$ cat src/rtl/sipo_rx.sv
// sipo_rx: serial-to-parallel receiver for the MSB-first data/clock link.
// ser_clk and ser_data are oversampled on clk through equal-depth synchronizers.
// One bit is captured per synchronized ser_clk rising edge. Each WIDTH-bit word
// goes to a one-entry valid/ready holding register.
//
// Ports:
//   clk, rst        system clock, synchronous active-high reset
//   enable          receiver armed; serial edges ignored and partial word cleared when low
//   ser_clk         serial clock (asynchronous, idles low)
//   ser_data        serial data, stable across ser_clk rising edge
//   word_data       received word, MSB = first bit received
//   word_valid      word_data holds an unread word
//   word_ready      consumer accept
//   overflow        pulse: completed word dropped, holding register full
//   frame_err       pulse: partial word aborted by timeout
//   bit_cnt         bits captured in the current word (debug)
module sipo_rx #(
  parameter int unsigned WIDTH          = 32,
  parameter int unsigned SYNC_STAGES    = 2,
  parameter int unsigned TIMEOUT_CYCLES = 16
) (
  input  logic                         clk,
  input  logic                         rst,
  input  logic                         enable,
  input  logic                         ser_clk,
  input  logic                         ser_data,
  output logic [WIDTH-1:0]             word_data,
  output logic                         word_valid,
  input  logic                         word_ready,
  output logic                         overflow,
  output logic                         frame_err,
  output logic [$clog2(WIDTH+1)-1:0]   bit_cnt
);

  localparam int unsigned CW = $clog2(WIDTH + 1);
  localparam int unsigned TW = $clog2(TIMEOUT_CYCLES + 1);
  localparam int unsigned FW = $clog2(SYNC_STAGES + 1);
  localparam logic [CW-1:0] LAST_BIT  = CW'(WIDTH - 1);
  localparam logic [TW-1:0] TO_LAST   = TW'(TIMEOUT_CYCLES - 1);
  localparam logic [FW-1:0] FILL_DONE = FW'(SYNC_STAGES);

  logic [SYNC_STAGES-1:0] clk_sync_q, clk_sync_d;
  logic [SYNC_STAGES-1:0] data_sync_q, data_sync_d;
  logic                   clk_prev_q, clk_prev_d;
  logic [FW-1:0]          fill_q, fill_d;
  logic                   armed_q, armed_d;
  // Only WIDTH-1 bits are stored; the final bit comes straight from sync_data.
  logic [WIDTH-2:0]       shift_q, shift_d;
  logic [CW-1:0]          cnt_q, cnt_d;
  logic [TW-1:0]          to_q, to_d;
  logic [WIDTH-1:0]       word_q, word_d;
  logic                   valid_q, valid_d;
  logic                   ovf_q, ovf_d;
  logic                   ferr_q, ferr_d;

  logic sync_clk;
  logic sync_data;
  logic rise;
  logic done;

  always_comb begin
    sync_clk    = clk_sync_q[SYNC_STAGES-1];
    sync_data   = data_sync_q[SYNC_STAGES-1];
    // The reset values in the synchronizer are not real line samples. A ser_clk
    // that is already high at reset release must not look like a rising edge.
    // Rises are accepted only after the pipeline holds real samples and a
    // low level has been observed.
    rise        = armed_q & sync_clk & ~clk_prev_q;

    clk_sync_d  = {clk_sync_q[SYNC_STAGES-2:0], ser_clk};
    data_sync_d = {data_sync_q[SYNC_STAGES-2:0], ser_data};
    clk_prev_d  = sync_clk;
    fill_d      = (fill_q == FILL_DONE) ? fill_q : fill_q + 1'b1;
    armed_d     = armed_q | ((fill_q == FILL_DONE) & ~sync_clk);

    shift_d = shift_q;
    cnt_d   = cnt_q;
    to_d    = to_q;
    done    = 1'b0;
    ferr_d  = 1'b0;

    if (!enable) begin
      shift_d = '0;
      cnt_d   = '0;
      to_d    = '0;
    end else if (rise) begin
      shift_d = (WIDTH-1)'({shift_q, sync_data});
      to_d    = '0;
      if (cnt_q == LAST_BIT) begin
        done  = 1'b1;
        cnt_d = '0;
      end else begin
        cnt_d = cnt_q + 1'b1;
      end
    end else if (cnt_q == '0) begin
      to_d = '0;
    end else if (to_q == TO_LAST) begin
      shift_d = '0;
      cnt_d   = '0;
      to_d    = '0;
      ferr_d  = 1'b1;
    end else begin
      to_d = to_q + 1'b1;
    end

    word_d  = word_q;
    valid_d = valid_q;
    ovf_d   = 1'b0;
    if (done) begin
      if (!valid_q || word_ready) begin
        word_d  = {shift_q, sync_data};
        valid_d = 1'b1;
      end else begin
        ovf_d = 1'b1;
      end
    end else if (valid_q && word_ready) begin
      valid_d = 1'b0;
    end
  end

  always_ff @(posedge clk) begin
    if (rst) begin
      clk_sync_q  <= '0;
      data_sync_q <= '0;
      clk_prev_q  <= 1'b0;
      fill_q      <= '0;
      armed_q     <= 1'b0;
      shift_q     <= '0;
      cnt_q       <= '0;
      to_q        <= '0;
      word_q      <= '0;
      valid_q     <= 1'b0;
      ovf_q       <= 1'b0;
      ferr_q      <= 1'b0;
    end else begin
      clk_sync_q  <= clk_sync_d;
      data_sync_q <= data_sync_d;
      clk_prev_q  <= clk_prev_d;
      fill_q      <= fill_d;
      armed_q     <= armed_d;
      shift_q     <= shift_d;
      cnt_q       <= cnt_d;
      to_q        <= to_d;
      word_q      <= word_d;
      valid_q     <= valid_d;
      ovf_q       <= ovf_d;
      ferr_q      <= ferr_d;
    end
  end

  assign word_data  = word_q;
  assign word_valid = valid_q;
  assign overflow   = ovf_q;
  assign frame_err  = ferr_q;
  assign bit_cnt    = cnt_q;

endmodule

$ cat config.mk
export PLATFORM = sky130hd
export DESIGN_NAME = sipo_rx
export DESIGN_NICKNAME = d
export VERILOG_FILES = /design/src/rtl/sipo_rx.sv
export SDC_FILE = /design/constraint.sdc
export NUM_CORES = 1
export LEC_CHECK = 0
export CORE_MARGIN = 5
export CORE_UTILIZATION = 30
export CTS_BUF_LIST = sky130_fd_sc_hd__clkbuf_8
export DETAILED_ROUTE_END_ITERATION = 10
export PLACE_DENSITY = 0.48
export SYNTH_ARGS = -nofsm -noshare
export SYNTH_HDL_FRONTEND = slang
export SYNTH_SLANG_ARGS = --single-unit
$ cat constraint.sdc
create_clock -name clk -period 2.2 [get_ports clk]
set_input_delay 0.44 -clock clk [delete_from_list [all_inputs] [get_ports clk]]
set_output_delay 0.44 -clock clk [all_outputs]
set_load 0.005 [all_outputs]
After elaboration in Yosys (flattened, before gate mapping)
Index checks and enable logic that the tools add are counted.
{"block": "op_classes", "n_reduce_logical": 13, "bitwise_logic": 8, "n_addsub": 3, "n_eq_ne": 5, "n_mux": 15}
{"op": "31-bit 2-to-1 mux", "count": 3}
{"op": "6-bit 2-to-1 mux", "count": 4}
{"op": "1-bit 2-to-1 mux", "count": 8}
{"op": "6-bit by 1-bit adder with 6-bit output, second input constant", "count": 1}
{"op": "6-bit by 5-bit equality test with 1-bit output, second input constant", "count": 1}
{"op": "6-bit zero test", "count": 1}
{"op": "2-bit AND reduction", "count": 3}
{"op": "5-bit by 1-bit adder with 5-bit output, second input constant", "count": 1}
{"op": "5-bit by 4-bit equality test with 1-bit output, second input constant", "count": 1}
{"op": "5-bit OR reduction", "count": 1}
{"op": "1-bit inverter", "count": 4}
{"op": "2-bit nonzero test", "count": 2}
{"op": "2-bit OR reduction", "count": 2}
{"op": "4-bit OR reduction", "count": 1}
{"op": "1-bit bitwise AND", "count": 3}
{"op": "2-bit by 1-bit adder with 2-bit output, second input constant", "count": 1}
{"op": "2-bit equality test, second input constant", "count": 1}
{"op": "2-bit by 1-bit != test with 1-bit output, second input constant", "count": 1}
{"op": "2-bit != test, second input constant", "count": 1}
{"op": "1-bit logical AND", "count": 1}
{"op": "1-bit zero test", "count": 1}
{"op": "1-bit logical OR", "count": 1}
{"op": "1-bit bitwise OR", "count": 1}
{"block": "totals", "word_cells": 56, "register_bits": 85}

Longest topological paths before layout
Gate-level depths: netlist (run 1).
{"block": "depth", "ltp_word": 6, "ltp_mapped": 8, "ltp_nobuf": 7}

Worst setup path before layout (run 1)
OpenSTA, ideal clock, no wires.
{"block": "synth_timing", "path_kind": "flip-flop to flip-flop", "start": "reg to_q[0]", "end": "reg cnt_q[5], in the netlist bit_cnt[5]", "setup_time_ns": 0.062, "path_slack_ns": 0.404, "stages_incl_launch_ff": 9, "n_path_buf": 1, "arrival_time_ns": 1.734, "synth_period_minus_slack_ns": 1.796, "required_time_ns": 2.138, "path_cell_list": "dfxtp_1 -> ha_1 -> and3_1 -> ha_1 -> o31a_1 -> a211oi_4 -> buf_4 -> nand3_1 -> nand3_1"}
{"block": "synth_via", "elab_chain_len": 3}
{"element": "start: declaration", "line_no": "50", "rtl": "logic [TW-1:0] to_q, to_d;"}
{"element": "start signal: assignment", "line_no": "143", "rtl": "to_q <= to_d;"}
{"element": "5-bit by 4-bit equality test with 1-bit output", "line_no": "97", "rtl": "end else if (to_q == TO_LAST) begin"}
{"element": "2-bit nonzero test (no line)"}
{"element": "2-bit AND reduction (no line)"}
{"element": "end signal: assignment", "line_no": "142", "rtl": "cnt_q <= cnt_d;"}
{"element": "end: declaration", "line_no": "49", "rtl": "logic [CW-1:0] cnt_q, cnt_d;"}
No other way between the ends.
A chain may end at the register's enable or synchronous reset.

Worst setup path in the final report (run 1)
{"block": "layout_timing", "start": "reg to_q[0]", "end": "reg cnt_q[0], in the netlist bit_cnt[0]"}
The elaborated chain is that of the path after synthesis.

==> results of run 1 <==
## critical path, stage by stage (launching register included)
cell and delay (ns):
dfxtp_1 0.33, ha_1 0.22, and3_1 0.15, ha_1 0.26
o31a_1 0.16, a211oi_4 0.25, buf_12 0.24, nand2_1 0.07
a21oi_1 0.13
## state kept, by name (all words and copies together) (netlist names)
| name | count |
|---|---|
| word_data | 32 |
| overflow | 1 |
| shift_q | 31 |
| bit_cnt | 6 |
| frame_err | 1 |
| fill_q | 2 |
| word_valid | 1 |
| clk_sync_q | 2 |
| clk_prev_q | 1 |
| to_q | 5 |
| data_sync_q | 2 |
| armed_q | 1 |
## area by class of cell
type	instances	area (µm²)
clock buffer	9	124
multi-input combinational	194	1270
fill	1043	6240
sequential	85	1700
timing repair buffer	54	553
clock inverter	5	103
inverter	6	22.5
tap	136	170
## layout by cell type, fill, tap and decap left out, types with 7 or more instances in the layout
cell / Yosys / layout
nor2_1: 77 / 77
inv_1: 6 / 7
clkdlybuf4s50_1: 0 / 45
clkbuf_8: 0 / 9
dfxtp_1: 85 / 85
mux2i_1: 34 / 34
a22oi_1: 32 / 32
## layer usage
layer,part of all wire (%),up-vias
met5,0,-
met1,51,1060
met2,45,35
met3,2.8,5
li1,-,1135
met4,1.2,0
## final timing paths
| path | slack, ns | cells past startpoint | endpoint | startpoint |
|---|---|---|---|---|
| worst max-delay path | 0.32 | 8 | bit_cnt[0]$_SDFFE_PP0P_ | to_q[0]$_SDFF_PP0_ |
| worst max register to register | 0.32 | 8 | bit_cnt[0]$_SDFFE_PP0P_ | to_q[0]$_SDFF_PP0_ |
| worst min register to register | 0.44 | 1 | data_sync_q[1]$_SDFF_PP0_ | data_sync_q[0]$_SDFF_PP0_ |
| worst min-delay path | 0.42 | 2 | word_data[25]$_SDFFE_PP0P_ | rst |
## logic make-up (layout without fill, tap and decap cells)
family,after synthesis,after routing,share of synthesized area [%]
AO/OA/AOI/OAI,42,42,10.4
flip-flops,85,85,54.9
AND/OR/NAND/NOR,110,110,16.8
XOR/XNOR,3,3,0.847
multiplexers,34,34,11.0
buffers and inverters,25,74,4.15
adder cells (fa/ha/maj),5,5,2.02
## metrics by stage
stage	utilization (%)	power [mW]	cells
finish	38.7	2.99	489
global route	38.7	3.14	489
CTS	38.7	3.04	489
detailed placement	36.5	1.76	475
global placement	36.5	1.75	475
floorplan	-	1.72	304
## power by group
group / total, mW / leakage (nW) / switching [mW] / internal [mW]
Clock: 1.27 / 0.117 / 0.531 / 0.740
Sequential: 1.58 / 0.686 / 0.0174 / 1.56
Combinational: 0.137 / 0.522 / 0.0832 / 0.0535
Total: 2.99 / 1.32 / 0.631 / 2.36
==> results.txt, run 1 <==
Status: completed
Met3 Usage GRT: 2.99%
Top post-synthesis cells by count: dfxtp_1 (85), nor2_1 (77), mux2i_1 (34)
CTS Hold Buffers Added: 0
Syn Inst Count: 304
Final Slew Violations: 0
Worst min path class: input port to register
DP HPWL: 4.20 mm
Minimum clock period: 1.88 ns
Pwr/cell area: 758 nW/µm²
FP Rows: 37
Post-synth EDFFs: 0
Post-synthesis area per instance: 10.2 µm²
First-pass GRT wire length: 11.0 mm
Worst Max-Slew Pin Slew: 0.387 ns
GR Layer Usage met1: 14.9%
1st-iter DRT viols: 99
Post-synthesis cell type count: 35
Clk_skew: 0.0126 ns
Post-CTS resize count: 0
Gr usage total: 10.8%
Primary FF master, synth: dfxtp_1
Max cap viols: 0
Placed Instance Area: 3720 µm²
Clk root buf: clkbuf_8
Clk Latency, worst-skew pair: 0.34 ns
Most numerous cell in the Yosys netlist: dfxtp_1
N_diodes: 0
WL per Instance: 13.2 µm
Core outline area: 10200 µm²
Max Freq: 533 MHz
Leakage: 1.32 nW
Worst-path clk slew: 0.08 ns
Routed via count: 2235
Syn nets: 315
Synthesized area: 3100 µm²
Final hold vios: 0
Initial antenna violation count: 0
GRT Max-Usage Layer: met2
Final worst-path cycle share: 85.3%
Maximum vdd drop: 0.307 mV
Worst Setup Start Kind: register
Grt met2 use: 16.3%
Seq/Total Area, Yosys: 54.9%
Critical path type: register to register
Worst Hold Slack: 0.422 ns
Yosys warning count: 0
Critical Path AT: 2.14 ns
Starting Density: 30.5%
Die W: 112 µm
H-tree Lvls: 3
CTS tree: built
Die area: 12500 µm²
Antenna-violating nets left: 0
Largest net degree at the start of global routing: 37
Synth async-reset ratio: 0%
# DRC: 0
Final Instance Area: 3950 µm²
Drt total wl: 6.46 mm
Setup TNS: 0 ns
DP Worst Slack: 0.0543 ns
Synth top area cells: dfxtp_1 (55%), mux2i_1 (11%), nor2_1 (9.3%)
Final Setup Violations: 0
Port-buffer cells: 46
Die Y: 112 µm
Crit path required time: 2.47 ns
Register bit total from synthesis: 85
Drt pass-1 iters: 4
Dominant cell type by area after synthesis: dfxtp_1
CTS buffer count: 9
Congestion Overflow GR: 0
RSZ-0062 raised after global routing: no
Worst setup margin: 0.324 ns
Layout Nets: 361
Longest Clk Path Bufs: 2
Vias per cell: 4.57
Area grow syn2layout: 27.2%
Crit path capture type: register
Clock sinks: 85
Share of layout cells above drive strength 1: 7.37%
Setup Fix Bufs, Post-CTS: 0
Top cell type's share of synthesized area: 54.9%
Slew headroom: 74.1%
Routability congestion estimate: 0.748
Crit Path Max Fanout: 36
Vias in the first global route: 2155
Number of primary I/O pins: 47
No activity file was read; power rests on OpenSTA's default activity.
==> run 2: changes to the inputs <==
--- a/config.mk
+++ b/config.mk
@@ -5,9 +5,11 @@
 export SDC_FILE = /design/constraint.sdc
 export NUM_CORES = 1
 export LEC_CHECK = 0
+export CAP_MARGIN = 20
 export CORE_MARGIN = 5
 export CORE_UTILIZATION = 30
 export CTS_BUF_LIST = sky130_fd_sc_hd__clkbuf_8
+export CTS_CLUSTER_DIAMETER = 200
 export DETAILED_ROUTE_END_ITERATION = 10
 export PLACE_DENSITY = 0.48
 export SYNTH_ARGS = -nofsm -noshare
==> results of run 2 <==
No change in the layout: final DEF, timing and power equal those of run 1.
==> run 3: changes to the inputs <==
--- a/config.mk
+++ b/config.mk
@@ -5,6 +5,7 @@
 export SDC_FILE = /design/constraint.sdc
 export NUM_CORES = 1
 export LEC_CHECK = 0
+export ABC_CLOCK_PERIOD_IN_PS = 2200
 export CAP_MARGIN = 20
 export CORE_MARGIN = 5
 export CORE_UTILIZATION = 30
@@ -12,6 +13,7 @@
 export CTS_CLUSTER_DIAMETER = 200
 export DETAILED_ROUTE_END_ITERATION = 10
 export PLACE_DENSITY = 0.48
+export SKIP_LAST_GASP = 1
 export SYNTH_ARGS = -nofsm -noshare
 export SYNTH_HDL_FRONTEND = slang
 export SYNTH_SLANG_ARGS = --single-unit
==> results of run 3 <==
No change in the layout: final DEF, timing and power equal those of run 1.
